<file path="config.mk">
export PLATFORM = sky130hd
export DESIGN_NAME = wb_reg_file_flat
export DESIGN_NICKNAME = d
export VERILOG_FILES = /design/src/rtl/mips_pkg.sv /design/src/rtl/wb_reg_file_if.sv /design/src/rtl/wb_rd_port.sv /design/src/rtl/wb_reg_file.sv /design/src/flat_wrapper.sv
export SDC_FILE = /design/constraint.sdc
export NUM_CORES = 2
export LEC_CHECK = 0
export ABC_AREA = 1
export CORE_ASPECT_RATIO = 0.7
export CORE_MARGIN = 2
export CORE_UTILIZATION = 43
export CTS_BUF_LIST = sky130_fd_sc_hd__clkbuf_8
export CTS_CLUSTER_DIAMETER = 150
export CTS_CLUSTER_SIZE = 28
export DETAILED_ROUTE_END_ITERATION = 6
export GPL_TIMING_DRIVEN = 0
export SLEW_MARGIN = 20
export SYNTH_ARGS = -nofsm -noshare
export SYNTH_HDL_FRONTEND = slang
export SYNTH_SLANG_ARGS = --single-unit
</file>
<file path="constraint.sdc">
create_clock -name clk -period 4.55 [get_ports clk]
set_clock_uncertainty 0.05 [all_clocks]
set_input_delay 1.365 -clock clk [delete_from_list [all_inputs] [get_ports clk]]
set_output_delay 1.365 -clock clk [all_outputs]
set_load 0.02 [all_outputs]
</file>
<file path="src/rtl/mips_pkg.sv">
// mips_pkg: shared widths and constants for the writeback register file
package mips_pkg;
    localparam int DEF_DATA_W = 32;
    localparam int REG_ADDR_W = 5;
    localparam int CNT_W = 32;
    localparam logic [REG_ADDR_W-1:0] ZERO_REG = 5'd0;
endpackage

</file>
<file path="src/rtl/wb_reg_file_if.sv">
// wb_reg_file_if: writeback, decode-read and status signals of the register file
interface wb_reg_file_if #(
    parameter int DATA_W = mips_pkg::DEF_DATA_W
);
    import mips_pkg::*;
    logic                  reg_wr_i;
    logic                  mem_to_reg_i;
    logic [REG_ADDR_W-1:0] rd_i;
    logic [DATA_W-1:0]     res_alu_i;
    logic [DATA_W-1:0]     read_data_i;
    logic [REG_ADDR_W-1:0] rs_addr_i;
    logic [REG_ADDR_W-1:0] rt_addr_i;
    logic [DATA_W-1:0]     rs_data_o;
    logic [DATA_W-1:0]     rt_data_o;
    logic [DATA_W-1:0]     wb_data_o;
    logic [CNT_W-1:0]      wr_cnt_o;
    modport slave (
        input  reg_wr_i, mem_to_reg_i, rd_i, res_alu_i, read_data_i, rs_addr_i, rt_addr_i,
        output rs_data_o, rt_data_o, wb_data_o, wr_cnt_o
    );
    modport master (
        output reg_wr_i, mem_to_reg_i, rd_i, res_alu_i, read_data_i, rs_addr_i, rt_addr_i,
        input  rs_data_o, rt_data_o, wb_data_o, wr_cnt_o
    );
endinterface

</file>
<file path="src/rtl/wb_rd_port.sv">
// wb_rd_port: combinational read port with r0 masking; WB_BYPASS_EN adds write-through
module wb_rd_port
    import mips_pkg::*;
#(
    parameter int DATA_W   = DEF_DATA_W,
    parameter int NUM_REGS = 32
) (
    input  logic                  reset_n,
    input  logic [REG_ADDR_W-1:0] addr_i,
    input  logic [DATA_W-1:0]     regs_i [NUM_REGS],
`ifdef WB_BYPASS_EN
    input  logic                  wr_en_i,
    input  logic [REG_ADDR_W-1:0] rd_i,
    input  logic [DATA_W-1:0]     wb_data_i,
`endif
    output logic [DATA_W-1:0]     data_o
);
    logic [DATA_W-1:0] stored;
    logic [DATA_W-1:0] sel;

    // select stored value, optionally override with in-flight write, then force zero for r0 and reset
    always_comb begin
        stored = '0;
        for (int i = 0; i < NUM_REGS; i++)
            if (addr_i == REG_ADDR_W'(i)) stored = regs_i[i];
`ifdef WB_BYPASS_EN
        sel = (wr_en_i && addr_i == rd_i) ? wb_data_i : stored;
`else
        sel = stored;
`endif
        data_o = (!reset_n || addr_i == ZERO_REG) ? '0 : sel;
    end
endmodule

</file>
<file path="src/rtl/wb_reg_file.sv">
// wb_reg_file: MIPS writeback register file with commit counter; define WB_BYPASS_EN for write-through reads
module wb_reg_file
    import mips_pkg::*;
#(
    parameter int DATA_W   = DEF_DATA_W,
    parameter int NUM_REGS = 32
) (
    input logic         clk,
    input logic         reset_n,
    wb_reg_file_if.slave bus
);
    logic [DATA_W-1:0] regs_q [NUM_REGS];
    logic [DATA_W-1:0] regs_d [NUM_REGS];
    logic [CNT_W-1:0]  wr_cnt_q;
    logic [CNT_W-1:0]  wr_cnt_d;
    logic [DATA_W-1:0] wb_data;
    logic              commit;

    // writeback mux, commit qualification and next register/counter values
    always_comb begin
        wb_data  = bus.mem_to_reg_i ? bus.read_data_i : bus.res_alu_i;
        commit   = bus.reg_wr_i && bus.rd_i != ZERO_REG;
        wr_cnt_d = wr_cnt_q + CNT_W'(commit);
        for (int i = 0; i < NUM_REGS; i++)
            regs_d[i] = (commit && bus.rd_i == REG_ADDR_W'(i)) ? wb_data : regs_q[i];
    end

    // storage and counter, cleared immediately when reset_n drops
    always_ff @(posedge clk or negedge reset_n) begin
        if (!reset_n) begin
            wr_cnt_q <= '0;
            for (int i = 0; i < NUM_REGS; i++) regs_q[i] <= '0;
        end else begin
            wr_cnt_q <= wr_cnt_d;
            regs_q   <= regs_d;
        end
    end

    assign bus.wb_data_o = wb_data;
    assign bus.wr_cnt_o  = wr_cnt_q;

    wb_rd_port #(.DATA_W(DATA_W), .NUM_REGS(NUM_REGS)) u_rs_port (
        .reset_n   (reset_n),
        .addr_i    (bus.rs_addr_i),
        .regs_i    (regs_q),
`ifdef WB_BYPASS_EN
        .wr_en_i   (commit),
        .rd_i      (bus.rd_i),
        .wb_data_i (wb_data),
`endif
        .data_o    (bus.rs_data_o)
    );

    wb_rd_port #(.DATA_W(DATA_W), .NUM_REGS(NUM_REGS)) u_rt_port (
        .reset_n   (reset_n),
        .addr_i    (bus.rt_addr_i),
        .regs_i    (regs_q),
`ifdef WB_BYPASS_EN
        .wr_en_i   (commit),
        .rd_i      (bus.rd_i),
        .wb_data_i (wb_data),
`endif
        .data_o    (bus.rt_data_o)
    );
endmodule

</file>
<file path="src/flat_wrapper.sv">
// flat-port wrapper written by rule: the top's interface ports become plain ports
module wb_reg_file_flat import mips_pkg::*;
#(
    parameter int DATA_W   = DEF_DATA_W,
    parameter int NUM_REGS = 32
)
  (clk, reset_n, bus_reg_wr_i, bus_mem_to_reg_i, bus_rd_i, bus_res_alu_i, bus_read_data_i, bus_rs_addr_i, bus_rt_addr_i, bus_rs_data_o, bus_rt_data_o, bus_wb_data_o, bus_wr_cnt_o);
  wb_reg_file_if #(.DATA_W(DATA_W)) bus_i ();
  input logic clk;
  input logic reset_n;
  input wire logic [$bits(bus_i.reg_wr_i)-1:0] bus_reg_wr_i;
  input wire logic [$bits(bus_i.mem_to_reg_i)-1:0] bus_mem_to_reg_i;
  input wire logic [$bits(bus_i.rd_i)-1:0] bus_rd_i;
  input wire logic [$bits(bus_i.res_alu_i)-1:0] bus_res_alu_i;
  input wire logic [$bits(bus_i.read_data_i)-1:0] bus_read_data_i;
  input wire logic [$bits(bus_i.rs_addr_i)-1:0] bus_rs_addr_i;
  input wire logic [$bits(bus_i.rt_addr_i)-1:0] bus_rt_addr_i;
  output wire logic [$bits(bus_i.rs_data_o)-1:0] bus_rs_data_o;
  output wire logic [$bits(bus_i.rt_data_o)-1:0] bus_rt_data_o;
  output wire logic [$bits(bus_i.wb_data_o)-1:0] bus_wb_data_o;
  output wire logic [$bits(bus_i.wr_cnt_o)-1:0] bus_wr_cnt_o;
  assign bus_i.reg_wr_i = bus_reg_wr_i;
  assign bus_i.mem_to_reg_i = bus_mem_to_reg_i;
  assign bus_i.rd_i = bus_rd_i;
  assign bus_i.res_alu_i = bus_res_alu_i;
  assign bus_i.read_data_i = bus_read_data_i;
  assign bus_i.rs_addr_i = bus_rs_addr_i;
  assign bus_i.rt_addr_i = bus_rt_addr_i;
  assign bus_rs_data_o = bus_i.rs_data_o;
  assign bus_rt_data_o = bus_i.rt_data_o;
  assign bus_wb_data_o = bus_i.wb_data_o;
  assign bus_wr_cnt_o = bus_i.wr_cnt_o;
  wb_reg_file #(.DATA_W(DATA_W), .NUM_REGS(NUM_REGS)) u_core (.clk(clk), .reset_n(reset_n), .bus(bus_i));
endmodule
</file>
# Yosys cells after proc, flatten, opt, wreduce, memory -nomap -nowiden
# Cells that the tools add are included.
# totals
register_bits	1056
# classes
addsub	1
n_mux	67
n_reduce_logical	40
eq_ne	93
# ops
op	count
two-way mux 32 bit	67
equality test 5 bit (second input constant)	48
equality test 5 x 4 -> 1 bit (second input constant)	24
equality test 5 x 3 -> 1 bit (second input constant)	12
logical AND 1 bit	33
adder 32 x 1 -> 32 bit	1
equality test 5 x 2 -> 1 bit (second input constant)	6
equality test 5 x 1 -> 1 bit (second input constant)	3
logical NOT 5 bit	3
nonzero test 5 bit	1
logical OR 1 bit	2
logical NOT 1 bit	1

# Longest topological paths before layout
# logic_depth
depth_word	34
mapped_depth	25

# Cells and area by module
# From an unflattened synthesis, not the netlist that was laid out.
# unflattened
hier_cells	7952
hier_area_um2	56036.2
# modules_own_cells
module	cells_each	area_each_um2	seq_area_each_um2	n_inst
wb_reg_file	3752	38271.7	26425.3	1
wb_rd_port	2100	8882.3	0.0	2

# Worst setup path after synthesis
# OpenSTA, ideal clock, no wires.
# synth_timing
path_kind	input-to-output
from	input port bus_rt_addr_i[3]
to	output port bus_rt_data_o[6]
path_buffers	1
path_slack_ps	-252
cell_stages	22
t_arrival_ps	3387
cell_sequence	nor2_1 > nand2_1 > nor2_1 > clkbuf_1 > nand2_1 > nand3_1 > nor2_1 > nand4_1 > nand2_1 > nand4_1 > nand2_1 > nand3b_1 > nand2_1 > nand4_1 > nor2_1 > nand4_1 > nand2_1 > nand3_1 > nand2_1 > nand4_1 > nand2_1 > a21oi_1
# synth_between
elab_chain_cells	34
elab_cells_between_ends	66
classes_between	eq/ne: 31; mux: 33; reduce/logical: 2
# synth_rtl
item	line_no	rtl
start, declared	flat_wrapper.sv:17	input wire logic [$bits(bus_i.rt_addr_i)-1:0] bus_rt_addr_i;
logical NOT 5 bit	wb_rd_port.sv:25, wb_rd_port.sv:31	
two-way mux 32 bit (32 in series)	wb_rd_port.sv:25	if (addr_i == REG_ADDR_W'(i)) stored = regs_i[i];
two-way mux 32 bit *	wb_rd_port.sv:31	data_o = (!reset_n || addr_i == ZERO_REG) ? '0 : sel;
end, declared	flat_wrapper.sv:19	output wire logic [$bits(bus_i.rt_data_o)-1:0] bus_rt_data_o;
# Mark *: on every way between the ends. The rest lies on a longest branch, timed or not.

# Worst setup path after layout
# layout_timing
from	input port bus_rt_addr_i[1]
to	output port bus_rt_data_o[27]
# Same word-level chain as after synthesis.

==> impl_metrics.yaml <==
run_status:
  status: "finished, violations left"
  violations: "negative setup slack"
logic_synthesis:
  ys_seq_area_share_pct: 47.96
  ys_types: 36
  synth_warnings: 0
  syn_area_mm2: 0.05510
  synthCells: 7760
  ys_ff_latch: 1056
  synthesis.nets: 7845
  synth_area_per_cell_um2: 7.101
global_route:
  grt_use_total_pct: 41.63
  grt_pass1_wl_um: 390600
  antenna_found_initial: 11
  grt_pass1_vias: 52110
  grt_max_degree: 143
  grt-ovfl-total: 0
final_layout:
  utilization_pct: 51.91
  regArea_mm2: 0.02643
  n_fill_cell: 12690
  multi_input_area_mm2: 0.02748
  finalInstanceArea_mm2: 0.06577
  final_nets: 8268
  layout-drive-gt1-share_pct: 14.71
  syn_to_final_growth_pct: 19.36
  layout.cells.non_filler: 9858
die:
  coreArea_mm2: 0.1267
  initial_core_util_pct: 43.49
  die_x_um: 431.9
  dieArea_mm2: 0.1311
  row_count: 109
  die_height_um: 303.5
  io_pins: 211
flow_run:
  max_cap_viol_count: 0
sta:
  hold_violations: 0
  max_freq_ghz: 0.1408
  fin_crit_sh_pct: 156.1
  tightestPinTransition_ns: 1.337
  layout_setup_ws_ns: -2.552
  setup_viol: 64
  slew_headroom_pct: 10.90
  period_needed_ns: 7.102
  rsz0062_at_grt: "true"
  hold_ws_ns: 0.3582
  finalMaxSlewViolations: 0
worst_setup_path:
  cp_max_fo: 5
  crit_required_ns: 3.13
  endpoint_kind: "output pin"
  critical_path_arrival_ns: 5.69
  startpoint_type: "input port"
  criticalPathCategory: "input port to output pin"
power_and_ir_drop:
  cellPowerDensity_mw_per_mm2: 330.4
  ir_drop_uv: 295.8
  p_leak_uw: 0.02968
clock_network:
  cts.clk_slew.worst_paths_ns: 0.16
  clkLatencyLatePin_ns: 0.83
  cts_inserted_buffers: 43
  cts_num_sinks: 1056
  cts_tree: "built"
  postCtsHoldBufs: 0
  cts-htree-levels: 2
  clock_path_buffers: 3
  clock_tree.root_cell: "clkbuf_8"
detailed_routing:
  vias_per_cell: 5.970
  ant_nets: 0
  route.detailed.drc: 0
  vias: 58850
  dr.pass1.iters: 6
  wl_per_cell_um: 28.23
  drt_wl_total_um: 278300
  drtIter0Drc: 9751
place:
  placed_area_mm2: 0.05985
  dp_hpwl_um: 207300
  globalplace.congestion: 1.010
  placedCellCount: 9642
  numPortBuffers: 208
min_path:
  hold_class: "input port to async pin"
## cell usage after synthesis, drive strengths merged
| cell | count | share of area, % |
|---|---|---|
| or2 | 79 | 0.90 |
| nand2 | 2769 | 19 |
| ha | 2 | 0.045 |
| a21oi | 114 | 1.0 |
| nand3b | 12 | 0.19 |
| nand4 | 473 | 5.4 |
| o21ai | 1113 | 10 |
| inv | 610 | 4.2 |
| nor3 | 13 | 0.19 |
| o21bai | 2 | 0.027 |
| nor4b | 1 | 0.027 |
| clkinv | 5 | 0.034 |
| nor4 | 2 | 0.023 |
| xnor2 | 13 | 0.21 |
| o22a | 1 | 0.016 |
| dfrtp | 1056 | 48 |
| or3 | 1 | 0.011 |
| nand3 | 111 | 1.0 |
| nor2 | 826 | 5.7 |
| clkbuf | 487 | 3.3 |
| xor2 | 15 | 0.24 |
| buf | 55 | 0.52 |
## cells by family (layout without fill, tap and decap cells)
group | Yosys count | count (layout) | synth area share, %
DFF | 1056 | 1056 | 47.96
and+or+nand+nor | 4287 | 4287 | 32.34
buffers and inverters | 1157 | 1581 | 8.027
adders and majority gates | 2 | 2 | 0.04541
other | 0 | 9 | 0
AOI/OAI and AO/OA | 1230 | 1230 | 11.19
xor gates and xnor gates | 28 | 28 | 0.4451
## per-layer routing
metal	wire length, um	GRT usage [%]	vias up
li1	-	-	25450
met1	117900	62.30	28920
met2	106400	55.19	3960
met3	40620	13.54	517
met4	13140	15.38	12
met5	255	0	-
## report_power, final
group,switching [uW],internal (uW),total [uW]
clock,3200,900,4100
sequential,1420,11000,12400
combinational,3590,1620,5210
total,8210,13500,21700
## stage by stage
step           worst slack (ns)  total power [uW]  setup TNS (ns)
2_1_floorplan          -0.03498             14540         -0.3444
3_3_place_gp             -48.57             16950               -
3_5_place_dp             -4.123             17030         -238.37
4_1_cts                  -2.320             21360         -127.45
5_1_grt                  -2.493             22530         -136.43
6_report                 -2.552             21730         -137.95
## worst max-delay path, stage by stage
cell	delay, ns
buf_12	0.12
clkinv_4	0.04
nor2_4	0.05
buf_6	0.14
buf_6	0.12
nand3_4	0.07
buf_8	0.14
nor2_1	0.07
nor2_4	0.18
nand4_1	0.26
nand2_2	0.18
nand4_1	0.27
nor2_4	0.25
nand4_1	0.17
nand2_2	0.12
nand4_1	0.18
nor2_2	0.23
nand4_1	0.29
nor2_2	0.25
nand4_1	0.28
nor2_2	0.23
nand4_1	0.27
nor2_1	0.21
nor2_2	0.05
buf_6	0.13
## cells in the final DEF (no fill, tap or decap), types with 13 or more instances in the layout
master	count
a21oi_1	88
a21oi_4	15
buf_12	17
buf_2	14
buf_4	91
buf_6	151
buf_8	24
clkbuf_1	431
clkbuf_2	31
clkbuf_8	51
clkdlybuf4s50_1	128
dfrtp_1	1056
inv_1	568
inv_2	33
nand2_1	2573
nand2_2	157
nand2_4	38
nand3_1	23
nand3_2	54
nand3_4	34
nand4_1	472
nor2_1	456
nor2_2	227
nor2_4	143
o21ai_0	1113
or2_2	61
xnor2_1	13
xor2_1	15
## layout make-up
type | count | area share, %
well taps | 1665 | 3.167
clock inverters | 1 | 0.01332
diodes | 9 | 0.03424
clock buffers | 45 | 0.9417
flip-flops and latches | 1056 | 40.18
plain buffers | 539 | 4.058
repair buffers | 381 | 6.219
multi-input cells | 5547 | 41.79
inverters | 615 | 3.603
## path summary, 6_finish.rpt
path	from	end	slack (ns)	cells past startpoint
worst min-delay path	reset_n	u_core.bus.wr_cnt_o[5]	0.36	1
min in group clk	u_core.bus.wr_cnt_o[31]	u_core.bus.wr_cnt_o[31]	0.44	1
worst max register to register	u_core.bus.wr_cnt_o[0]	u_core.bus.wr_cnt_o[30]	1.51	14
max in group asynchronous	reset_n	u_core.regs_q[465]	1.84	4
worst max-delay path	bus_rt_addr_i[1]	bus_rt_data_o[27]	-2.55	25
worst min register to register	u_core.bus.wr_cnt_o[31]	u_core.bus.wr_cnt_o[31]	0.44	1
## registers in the layout, summed over array words and instances, names as in the netlist
register and count:
u_core.bus.wr_cnt_o 32, u_core.regs_q 1024
## repair_timing
action | 4_1_cts | 5_1_grt
gates resized for setup | 1295 | 331
buffers inserted | 109 | 57
pin swaps | 843 | 896
endpoints found under the setup margin | 90 | 70
gates cloned | 6 | 1
Power figures use the tool's default switching activity.
